File: src/rtl/event_fifo_irq.sv
// Event FIFO between the pixel event path and the SPI regfile, with a hysteretic
// occupancy interrupt, sticky overflow/underflow flags and a synchronous soft clear.
module event_fifo_irq #(
    parameter int  DWIDTH = 32,
    parameter int  DEPTH  = 8,
    localparam int CWIDTH = $clog2(DEPTH) + 1
) (
    input  logic              clk,
    input  logic              rst_n,
    input  logic              soft_rst_n,
    input  logic              wr_en,
    input  logic [DWIDTH-1:0] wr_data,
    input  logic              rd_en,
    output logic [DWIDTH-1:0] rd_data,
    output logic              rd_valid,
    output logic              full,
    output logic              empty,
    output logic [CWIDTH-1:0] numel,
    input  logic [CWIDTH-1:0] irq_assert_thresh,
    input  logic [CWIDTH-1:0] irq_deassert_thresh,
    output logic              irq,
    input  logic              clr_flags,
    output logic              overflow,
    output logic              underflow
);

    localparam int AWIDTH = $clog2(DEPTH);

    logic [DWIDTH-1:0] mem [DEPTH];
    logic [AWIDTH-1:0] wr_ptr;
    logic [AWIDTH-1:0] rd_ptr;
    logic              wr_acc;
    logic              rd_acc;
    logic              ovf_set;
    logic              udf_set;
    logic              irq_next;

    assign full    = (numel == CWIDTH'(DEPTH));
    assign empty   = (numel == '0);
    // A pop in the same cycle frees a slot, so a full FIFO still takes the write.
    assign wr_acc  = wr_en && (!full || rd_en);
    assign rd_acc  = rd_en && !empty;
    assign ovf_set = wr_en && full && !rd_en;
    assign udf_set = rd_en && empty;

    // Hysteresis: set at the assert level, clear only once at/below deassert and below assert.
    always_comb begin
        irq_next = irq;
        if (irq_assert_thresh == '0) begin
            irq_next = 1'b0;
        end else if (!irq && (numel >= irq_assert_thresh)) begin
            irq_next = 1'b1;
        end else if (irq && (numel <= irq_deassert_thresh) && (numel < irq_assert_thresh)) begin
            irq_next = 1'b0;
        end
    end

    always_ff @(posedge clk) begin
        if (soft_rst_n && wr_acc) begin
            mem[wr_ptr] <= wr_data;
        end
    end

    always_ff @(posedge clk or negedge rst_n) begin
        if (!rst_n) begin
            wr_ptr    <= '0;
            rd_ptr    <= '0;
            numel     <= '0;
            irq       <= 1'b0;
            rd_valid  <= 1'b0;
            rd_data   <= '0;
            overflow  <= 1'b0;
            underflow <= 1'b0;
        end else if (!soft_rst_n) begin
            // rd_data deliberately keeps the last popped word across a soft clear
            wr_ptr    <= '0;
            rd_ptr    <= '0;
            numel     <= '0;
            irq       <= 1'b0;
            rd_valid  <= 1'b0;
            overflow  <= 1'b0;
            underflow <= 1'b0;
        end else begin
            irq      <= irq_next;
            rd_valid <= rd_acc;
            if (wr_acc) begin
                wr_ptr <= wr_ptr + AWIDTH'(1);
            end
            if (rd_acc) begin
                rd_ptr  <= rd_ptr + AWIDTH'(1);
                rd_data <= mem[rd_ptr];
            end
            case ({wr_acc, rd_acc})
                2'b10:   numel <= numel + CWIDTH'(1);
                2'b01:   numel <= numel - CWIDTH'(1);
                default: numel <= numel;
            endcase
            if (ovf_set) begin
                overflow <= 1'b1;
            end else if (clr_flags) begin
                overflow <= 1'b0;
            end
            if (udf_set) begin
                underflow <= 1'b1;
            end else if (clr_flags) begin
                underflow <= 1'b0;
            end
        end
    end

endmodule

File: config.mk
export PLATFORM = sky130hd
export DESIGN_NAME = event_fifo_irq
export DESIGN_NICKNAME = d
export VERILOG_FILES = /design/src/rtl/event_fifo_irq.sv
export SDC_FILE = /design/constraint.sdc
export NUM_CORES = 1
export LEC_CHECK = 0
export BUFFER_PORTS_ARGS = -buffer_cell sky130_fd_sc_hd__clkbuf_2
export CAP_MARGIN = 5
export CORE_MARGIN = 3
export CORE_UTILIZATION = 40
export CTS_CLUSTER_DIAMETER = 80
export CTS_CLUSTER_SIZE = 8
export DETAILED_ROUTE_END_ITERATION = 8
export GPL_TIMING_DRIVEN = 1
export HOLD_SLACK_MARGIN = 0.08
export PLACE_DENSITY = 0.64
export REMOVE_ABC_BUFFERS = 1
export SETUP_SLACK_MARGIN = 0.2
export SLEW_MARGIN = 20
export SYNTH_ARGS = -nofsm -noshare
export SYNTH_HDL_FRONTEND = slang
export SYNTH_SLANG_ARGS = --single-unit
File: constraint.sdc
create_clock -name clk -period 7.24 [get_ports clk]
set_input_delay 0 -clock clk [delete_from_list [all_inputs] [get_ports clk]]
set_output_delay 0 -clock clk [all_outputs]
set_load 0.05 [all_outputs]
# Word level (Yosys, flattened, before mapping)
# Memory sizes are Yosys's and may differ from the RTL's. A register that Yosys moved wholly into a read port is not among the register bits.
# Cells that the tools add are included.
[word_totals]
memories = 1
in_bits = 46
ram_bits = 256
out_inout_bits = 42
regBits = 14
word_cells = 60
[memory_table]
columns = ["name", "depth", "word_bits", "read_ports", "rd_clocked_by_memory_dff", "wr", "line_no", "rtl"]
rows = [
  ["mem", 8, 32, 1, 1, 1, "29", "logic [DWIDTH-1:0] mem [DEPTH];"],
]
[classes]
reduce_logical = 18
n_addsub = 4
muxes = 18
magnitude_cmp = 3
n_eq_ne = 9
[op_table]
columns = ["operator", "n"]
rows = [
  ["two-way mux 1 bit", 12],
  ["two-way mux 3 bit", 4],
  ["logical AND 1 bit", 9],
  ["!= test 3 x 1 -> 1 bit (second input constant)", 3],
  ["logical NOT 4 bit", 2],
  ["case mux 4 bit (2 select lines)", 1],
  ["adder 3 x 1 -> 3 bit (second input constant)", 2],
  ["logical NOT 1 bit", 5],
  ["adder 4 x 1 -> 4 bit (second input constant)", 1],
  ["== test 4 bit (second input constant)", 1],
  ["greater-or-equal comparator 4 bit", 1],
  ["<= comparator 4 bit", 1],
  ["less-than comparator 4 bit", 1],
  ["two-way mux 4 bit", 1],
  ["!= test 2 x 1 -> 1 bit (second input constant)", 2],
  ["!= test 4 x 1 -> 1 bit (second input constant)", 1],
  ["subtractor 4 x 1 -> 4 bit (second input constant)", 1],
  ["== test 2 x 1 -> 1 bit (second input constant)", 1],
  ["== test 2 bit (second input constant)", 1],
  ["AND reduction 2 bit", 1],
  ["logical OR 1 bit", 1],
]

# Longest topological paths before layout
# Gate-level depths: netlist of the first run.
[logic_depth]
depth_word = 7
ltp_mapped = 9
ltp_nobuf = 8

# Worst setup path before layout of the first run
# No wires, ideal clock.
[synth_timing]
path_type = "register -> register"
from = "register numel[1]"
to = "memory mem[1][0] (enable)"
path_stages_with_launch = 5
period_less_slack_ns = 4.048
arrival_ns = 3.587
setup_slack_ns = 3.192
n_path_buf = 0
path_cell_list = "dfrtp_1 -> or3_1 -> o21a_1 -> nand3_1 -> nor3_1"
[synth_via]
elab_chain_cells = 7
[synth_lines]
columns = ["element", "line_no", "rtl"]
rows = [
  ["from (decl)", "18", "output logic [CWIDTH-1:0] numel,"],
  ["from (signal assigned)", "94", "2'b10: numel <= numel + CWIDTH'(1);"],
  ["from (signal assigned)", "95", "2'b01: numel <= numel - CWIDTH'(1);"],
  ["from (signal assigned)", "96", "default: numel <= numel;"],
  ["== test 4 bit", "38", "assign full = (numel == CWIDTH'(DEPTH));"],
  ["logical NOT 1 bit", "41", "assign wr_acc = wr_en && (!full || rd_en);"],
  ["logical OR 1 bit", "41", ""],
  ["logical AND 1 bit", "41", ""],
  ["logical AND 1 bit", "59", "if (soft_rst_n && wr_acc) begin"],
  ["two-way mux 1 bit", "59", ""],
  ["two-way mux 1 bit (not written as such)", "60", "mem[wr_ptr] <= wr_data;"],
  ["to (decl)", "29", ""],
]
# No other way between the ends.

# Final worst setup path of the first run
[layout_timing]
from = "register numel[3]"
to = "register numel[3]"
[layout_via]
elab_chain_cells = 7
elab_cells_between_ends = 14
cone_classes = "add/sub (2); eq/ne (4); mux (2); reduce/logical (6)"
[layout_lines]
columns = ["element", "line_no", "rtl"]
rows = [
  ["== test 4 bit", "38", ""],
  ["logical NOT 1 bit", "41", ""],
  ["logical OR 1 bit", "41", ""],
  ["logical AND 1 bit", "41", ""],
  ["== test 2 x 1 -> 1 bit or == test 2 bit (tied branches)", "93", "case ({wr_acc, rd_acc})"],
  ["case mux 4 bit (2 select lines)", "93", ""],
  ["two-way mux 4 bit", "74", "end else if (!soft_rst_n) begin"],
]
# Several ways; a longest one is shown, not always the timed one.
# A chain may end at the register's enable or synchronous reset.

==> results of run 1 <==
area by class of cell:
cell class	count	share of cell area, %
timing repair buffer	144	6.780
multi-input combinational	250	19.32
tap	384	3.338
inverter	13	0.3737
sequential	302	61.44
clock inverter	2	0.1738
antenna	1	0.01738
clock buffer	76	8.553
layer usage:
layer  part of all wire (%)  wire, um  global-route usage, %  vias up
met3                    5.6      1328                  3.533       47
met2                     49     11690                  25.54      152
met1                     43     10300                  20.68     3035
li1                       -         -                      -     2710
met4                    1.9       451                  4.319        2
met5                  0.055        13                      0        -
per-stage QoR:
step	cells	setup WS (ns)	area (um2)	utilization (%)	total power, uW
after global placement	1048	4.584	12690	43.84	3201
final	1172	4.086	14400	49.75	5029
after CTS	1171	4.101	14390	49.74	5103
after floorplan	565	3.192	11610	-	2950
after detailed placement	1048	4.554	12690	43.84	3232
after global routing	1172	3.933	14400	49.75	5264
flip-flops by register name, summed over array words and instances (netlist names), 3 cells and up:
signal and flops:
wr_ptr 3, rd_ptr 3, numel 4, rd_data 32, mem 256
power breakdown:
group          switching, uW  leakage (uW)  internal [uW]
clock                    683      0.000597           1140
sequential              95.8       0.00290           2020
combinational            723       0.00151            364
total                   1500       0.00501           3530
cell families after synthesis:
logic type | Yosys count | share of synthesized area, %
AND/OR/NAND/NOR | 78 | 3.084
AO/OA/AOI/OAI | 57 | 3.190
flip-flops | 302 | 74.61
multiplexers | 98 | 15.04
XOR/XNOR | 5 | 0.3697
adder cells (fa/ha/maj) | 12 | 1.267
buffers and inverters | 41 | 2.440
layout by cell type (no fill, tap or decap), types with 2 or more instances in the layout:
cell type	netlist	final
edfxtp_1	256	256
clkbuf_2	2	87
mux4_2	64	64
dlygate4sd3_1	0	45
clkbuf_16	0	44
dfrtp_1	46	43
nand2_1	38	38
mux2i_1	34	34
clkbuf_1	5	31
o21ai_0	24	24
ha_1	12	12
buf_4	5	12
inv_1	11	11
o21ai_2	11	11
nor2_1	14	8
a21oi_1	7	7
nor2_4	0	6
nand3_1	5	5
o211ai_1	4	4
nor2b_1	3	3
nand2b_1	3	3
xor2_1	3	3
a22oi_1	3	3
xnor2_1	2	2
or3_1	2	2
or2b_1	2	2
nor3_2	0	2
nor3_1	4	2
a31oi_1	2	2
dfrtp_2	0	2
Yosys cell counts (3+ instances only):
| cell type | instances | share of area, % |
|---|---|---|
| mux2i_1 | 34 | 2.9 |
| inv_1 | 11 | 0.35 |
| edfxtp_1 | 256 | 65 |
| o21ai_0 | 24 | 1.0 |
| nor2b_1 | 3 | 0.16 |
| buf_4 | 5 | 0.32 |
| o211ai_1 | 4 | 0.25 |
| dfrtp_1 | 46 | 9.7 |
| nand2b_1 | 3 | 0.16 |
| a22oi_1 | 3 | 0.19 |
| buf_2 | 7 | 0.30 |
| nor2_1 | 14 | 0.44 |
| nand3_1 | 5 | 0.21 |
| buf_12 | 5 | 0.84 |
| mux4_2 | 64 | 12 |
| nand2_1 | 38 | 1.2 |
| a21oi_1 | 7 | 0.30 |
| ha_1 | 12 | 1.3 |
| xor2_1 | 3 | 0.22 |
| o21ai_2 | 11 | 0.81 |
| clkbuf_1 | 5 | 0.16 |
| nor3_1 | 4 | 0.17 |
repair_timing:
item	in CTS	in global routing
endpoints found under the hold margin	315	0
hold buffers	45	0
resized for setup	0	0
critical path: cells and delay by family (launching register included):
kind,cells,cell delay [ns]
flops,1,0.46
fa+ha+maj,1,0.33
compound gates,2,0.21
mux,1,0.13
buf+inv,2,0.63
simple gates,3,1.28
worst paths after layout:
path / startpoint / endpoint / slack, ns / cells past startpoint
worst max-delay path: numel[3]$_DFFE_PN0P_ / numel[3]$_DFFE_PN0P_ / 4.09 / 9
worst min-delay path: rst_n / rd_data[26]$_DFFE_PN0P_ / 0.16 / 3
worst max register to register: numel[3]$_DFFE_PN0P_ / numel[3]$_DFFE_PN0P_ / 4.09 / 9
worst min register to register: rd_data[18]$_DFFE_PN0P_ / rd_data[18]$_DFFE_PN0P_ / 0.48 / 2
max in group asynchronous: rst_n / rd_ptr[0]$_DFFE_PN0P_ / 6.53 / 3
min in group clk: wr_data[12] / mem[3][12]$_DFFE_PP_ / 0.30 / 2
==> results.md, run 1 <==
- Status: finished, final reports clean
- Layout area overhead: 21.51%
- First-pass GRT wire length: 37.10 mm
- Max Clock Skew: ~0.016 ns
- Tightest Pin Transition: 0.9712 ns
- Share of cells above drive strength 1: 30.24%
- Mapped Area: 11850 um2
- Register bit total from synthesis: 302
- Initial DRC count: 417
- Max incr delay on CP: 0.78 ns
- Routed len/inst: a little over 20 um
- Die Ht: 178.1 um
- Drt pass-1 iters: 5
- Period utilization: 43.56%
- Yosys warnings: 0
- Final TNS setup: 0 ns
- Req. time, crit path: 7.63 ns
- Grt ovf: 0
- Power Density: approximately 350 nW/um2
- Yosys cell types: 45
- DPL Wire Length: 13.00 mm
- Slew HR: 35.25%
- Post-Route WL: about 24 mm
- Fillcell total: about 2400
- Worst-path clk slew: about 0.05 ns
- Fin. Hold Viols: 0
- Syn_area_per_cell: around 20 um2
- Hold Path Class: primary input to async pin
- Register area: 8845 um2
- Leakage: 0.005009 uW
- NumNets Final: 812
- Data arrival time of the critical path: approximately 3.6 ns
- Port bufs: 87
- Vias in the first global route: 6448
- Global Route Usage Sum: 15.44%
- Vias: 5946
- CORE AREA: between 20000 and 30000 um2
- Slew Viols, Final: 0
- Max Buffers Root-to-Sink: 3
- RSZ-0062 raised after global routing: no
- Initial antenna violation count: 2
- Sequence of cells on the critical path: or4_1 > nand2_4 > inv_2 > ha_1 > o21ai_0 > nor4b_1 > o22ai_2 > mux2i_1 > dlygate4sd3_1
- Number of primary I/O pins: 88
- Num CTS Buffers: between 40 and 50
- Fin Hold WS: 0.1579 ns
- Clk root buf: clkbuf_16
- Worst vdd rail ir drop: 0.1786 mV
- Initial Util: between 40% and 50%
- Post-synth EDFFs: 256
- Most used DFF post-synth: edfxtp_1
- Crit path capture type: register
- Clock sinks: 302
- Rows: 62
- # H-tree levels: 2
- Clock latency on the worst-skew pair: 0.53 ns
- Max-Cap Viols: 0
- Min Tclk post-route: 3.154 ns
- Die Width: 178.1 um
- Multi-input gate area: 2781 um2
- CP max stage cell: or4_1
- Syn Inst Count: 593
- Async SR Flop Fraction: approximately 15%
- Post-route DRC violation count: 0
- RePlAce Congestion: 0.8098
- Die area: 31720 um2
- WS Path Type: register to register
- TritonCTS clock tree: yes
- Largest fanout on the critical path: 7
- Sequential element share of the synthesized area: 74.61%
- CP Launch Type: register
- Largest net degree at the start of global routing: 67
- Antenna-violating nets left: 0
- Final setup viols: 0
- Fmax: around 320 MHz
- Setup repair bufs after CTS: 0
- Vias per inst: 5.073
(Power assumes the default switching activity.)
==> inputs of run 2 (changes only) <==
ABC_AREA = 1   (was not set)
clock period = 3.1 ns   (was 7.24 ns; I/O delays follow)
==> run 2 against run 1 <==
  * Register-to-register slack lost 3.5 ns
  * Sequential power grew 130%
  * Global-route usage rose by 2.3 points
  * Die area is 0.86% higher
  * Final area rose by 0.57%
  * Synthesized cell count rose by 52%
==> results.md, run 2 <==
- Status: finished, final reports clean
- RePlAce Congestion: 0.8215 (+1.4%)
- Clock sinks: 302 (unchanged)
- Flop2flop setup slack: 0.62 ns (-3.46 ns)
- Share of cells above drive strength 1: 17.69% (-13 points)
- Setup repair bufs after CTS: 0 (unchanged)
- Die Ht: 178.9 um (+0.43%)
- Syn Inst Count: 903 (+52%)
- Num CTS Buffers: 43 (unchanged)
- WS Path Type: register to register
- Most used DFF post-synth: edfxtp_1
- Commonest non-fill, non-tap cell in the layout: edfxtp_1
- Sequential element share of the synthesized area: 73.95% (-0.66 points)
- Max-Cap Viols: 0 (unchanged)
- CP Launch Type: register
- Mapped Area: 11950 um2 (+0.89%)
- Vias: 7698 (+29%)
- Most common cell in the netlist: edfxtp_1
- Sequence of cells on the critical path: inv_1 > nor2_1 > nand3_1 > nand2_1 > nor2_1 > nand2_1 > nor2_4 > buf_4
- Port bufs: 87 (unchanged)
- Largest net degree at the start of global routing: 66 (-1.5%)
- Number of flip-flops in the largest register: 256 (unchanged)
- Number of primary I/O pins: 88 (unchanged)
- TritonCTS clock tree: yes
- Initial Util: 41.08% (+0.14 points)
- Area contributors post-synth: edfxtp_1, dfrtp_1, nor2_1, o221ai_1, o21ai_0
- Initial antenna violation count: 0 (-2)
- Fin. Hold Viols: 0 (unchanged)
- Min Tclk post-route: 2.478 ns (-0.6762 ns)
- Syn_area_per_cell: 13.24 um2 (-34%)
- Post-synth EDFFs: 256 (unchanged)
- Inserted Diodes: 0 (-1)
- Clock latency on the worst-skew pair: 0.52 ns (about the same)
- Drt pass-1 iters: 5 (unchanged)
- Post-route DRC violation count: 0 (unchanged)
- Critical path capture point: mem[7][19]$_DFFE_PP_
- Leakage: 0.005341 uW (+6.6%)
- CORE AREA: 29090 um2 (+0.54%)
- Period utilization: 79.92% (+36 points)
- RSZ-0062 raised after global routing: no
- Capturing point of the worst reg2reg path: mem[7][19]$_DFFE_PP_
- Clk root buf: clkbuf_16
- Power Density: 841.3 nW/um2 (+140%)
- Post-Route WL: 28.11 mm (+18%)
- Grt ovf: 0 (unchanged)
- Fillcell total: 2513 (+5.4%)
- Tightest Pin Transition: 0.6718 ns (-0.2993 ns)
- Yosys warnings: 0 (unchanged)
- CP max stage cell: nor2_4
- Max Buffers Root-to-Sink: 3 (unchanged)
- Fin Hold WS: 0.1324 ns (-0.02551 ns)
- Die Width: 178.9 um (+0.43%)
- Largest fanout on the critical path: 15 (+8)
- Data arrival time of the critical path: 2.68 ns (-0.87 ns)
- Slew HR: 55.21% (+20 points)
- Worst vdd rail ir drop: 0.4009 mV (+120%)
- Hold Path Class: primary input to async pin
- Yosys cell types: 32 (-29%)
- Final core occ: 49.77% (about the same)
- Fmax: 403.6 MHz (+27%)
- Layout area overhead: 21.14%
- Worst setup path start: numel[3]$_DFFE_PN0P_
- Initial DRC count: 492 (+18%)
- Register bit total from synthesis: 302 (unchanged)
- Most flop-heavy register: mem
- DPL Wire Length: 16.24 mm (+25%)
- Final setup viols: 0 (unchanged)
- Post-cts resize count: 0 (unchanged)
- R2r worst-path depth: 8 (-1)
- Antenna-violating nets left: 0 (unchanged)
- Slew Viols, Final: 0 (unchanged)
- Global Route Usage Sum: 17.69% (+2.3 points)
- NumNets Final: 1106 (+36%)
- Synth cell count leaders: edfxtp_1, nor2_1, nand2_1, o21ai_0, o221ai_1
- Worst-path clk slew: 0.05 ns (about the same)
- Async SR Flop Fraction: 15.23% (unchanged)
- Max incr delay on CP: 0.53 ns (-0.25 ns)
- # H-tree levels: 2 (unchanged)
- Most frequent cells in the layout: edfxtp_1, nor2_1, nand2_1, o21ai_0, clkbuf_2
- Rows: 62 (unchanged)
- Post-synth top area cell: edfxtp_1
- Req. time, crit path: 3.30 ns (-4.33 ns)
- RR Startpoint: numel[3]$_DFFE_PN0P_
- Die area: 31990 um2 (+0.86%)
- Vias in the first global route: 7694 (+19%)
- Crit path capture type: register
- Vias per inst: 5.258 (+3.6%)
- Regs by FF count: mem x256, rd_data x32, numel x4
- Share of the synthesized area in the top cell type: 64.32% (-0.57 points)
- Max Clock Skew: 0.01351 ns (-0.002289 ns)
- First-pass GRT wire length: 43.63 mm (+18%)
- Routed len/inst: 19.20 um (-5.4%)
## run 2: changes by cell type after synthesis, sizes merged, moves of 7 or more
| cell | delta |
|---|---|
| buf | +8 |
| o221ai | +56 |
| nand3 | +26 |
| o21ai | +103 |
| clkbuf | +19 |
| inv | +18 |
| mux4 | -64 |
| nand2 | +60 |
| o22ai | +7 |
| nor2 | +130 |
| mux2i | -34 |
## run 2: power breakdown
| group | internal, uW | switching [uW] | leakage [uW] | total [uW] |
|---|---|---|---|---|
| clock | 2610 | 1600 | 0.000579 | 4210 |
| sequential | 4730 | 189 | 0.00290 | 4920 |
| combinational | 778 | 2270 | 0.00186 | 3050 |
| total | 8110 | 4070 | 0.00534 | 12200 |
## run 2: final cells by class
cell class	instances	area (um2)	area share, %
Sequential cell	302	8843	61.08
Clock inverter	1	8.758	0.06050
Tap cell	384	480.5	3.319
Timing Repair Buffer	155	1061	7.329
Clock buffer	76	1210	8.357
Inverter	31	121.4	0.8383
Multi-Input combinational cell	515	2753	19.01
## run 2: logic make-up (layout without fill, tap and decap cells)
family	Yosys count	after routing	synth area share, %
simple gates	280	280	9.736
fa+ha+maj	12	12	1.256
buf+inv	86	263	3.517
compound gates	223	223	11.54
flops	302	302	73.95
## run 2: worst min path at each step
stage | from | endpoint | slack (ns) | cells after the start
floorplan | rst_n | irq$_DFFE_PN0P_ | -0.30 | 0
global placement | rst_n | rd_ptr[0]$_DFFE_PN0P_ | 0.02 | 1
detailed placement | rst_n | rd_ptr[0]$_DFFE_PN0P_ | 0.02 | 1
CTS | rst_n | numel[3]$_DFFE_PN0P_ | 0.14 | 3
global route | rst_n | rd_ptr[2]$_DFFE_PN0P_ | 0.17 | 3
finish | rst_n | numel[3]$_DFFE_PN0P_ | 0.13 | 3
## run 2: per-layer routing
metal  wire length [um]  vias up  GRT usage, %
li1                   -     3629             -
met1              12540     3788         24.64
met2              13440      238         28.68
met3               1633       43         3.283
met4                498        0         4.838
met5                  0        -             0
## run 2: metrics by stage
step / worst slack [ns] / total power [uW] / setup TNS [ns] / cells / area [um2]
2_1_floorplan: -0.6033 / 7087 / -18.14 / 848 / 11650
3_3_place_gp: 0.6372 / 7959 / 0 / 1344 / 12830
3_5_place_dp: 0.6065 / 7998 / 0 / 1344 / 12830
4_1_cts: 0.5991 / 12280 / 0 / 1464 / 14480
5_1_grt: 0.4017 / 12740 / 0 / 1464 / 14480
6_report: 0.6224 / 12180 / 0 / 1464 / 14480
## run 2: critical path: cells and delay by family, from the launching register on
family	cells	cell delay, ns
buffers and inverters	2	0.45
DFF	1	0.45
and+or+nand+nor	6	1.25
## run 2: timing repair
item                                    in CTS  in global routing
hold endpoints to repair                   319                  0
hold buffers                                43                  0
endpoints found under the setup margin       0                  0
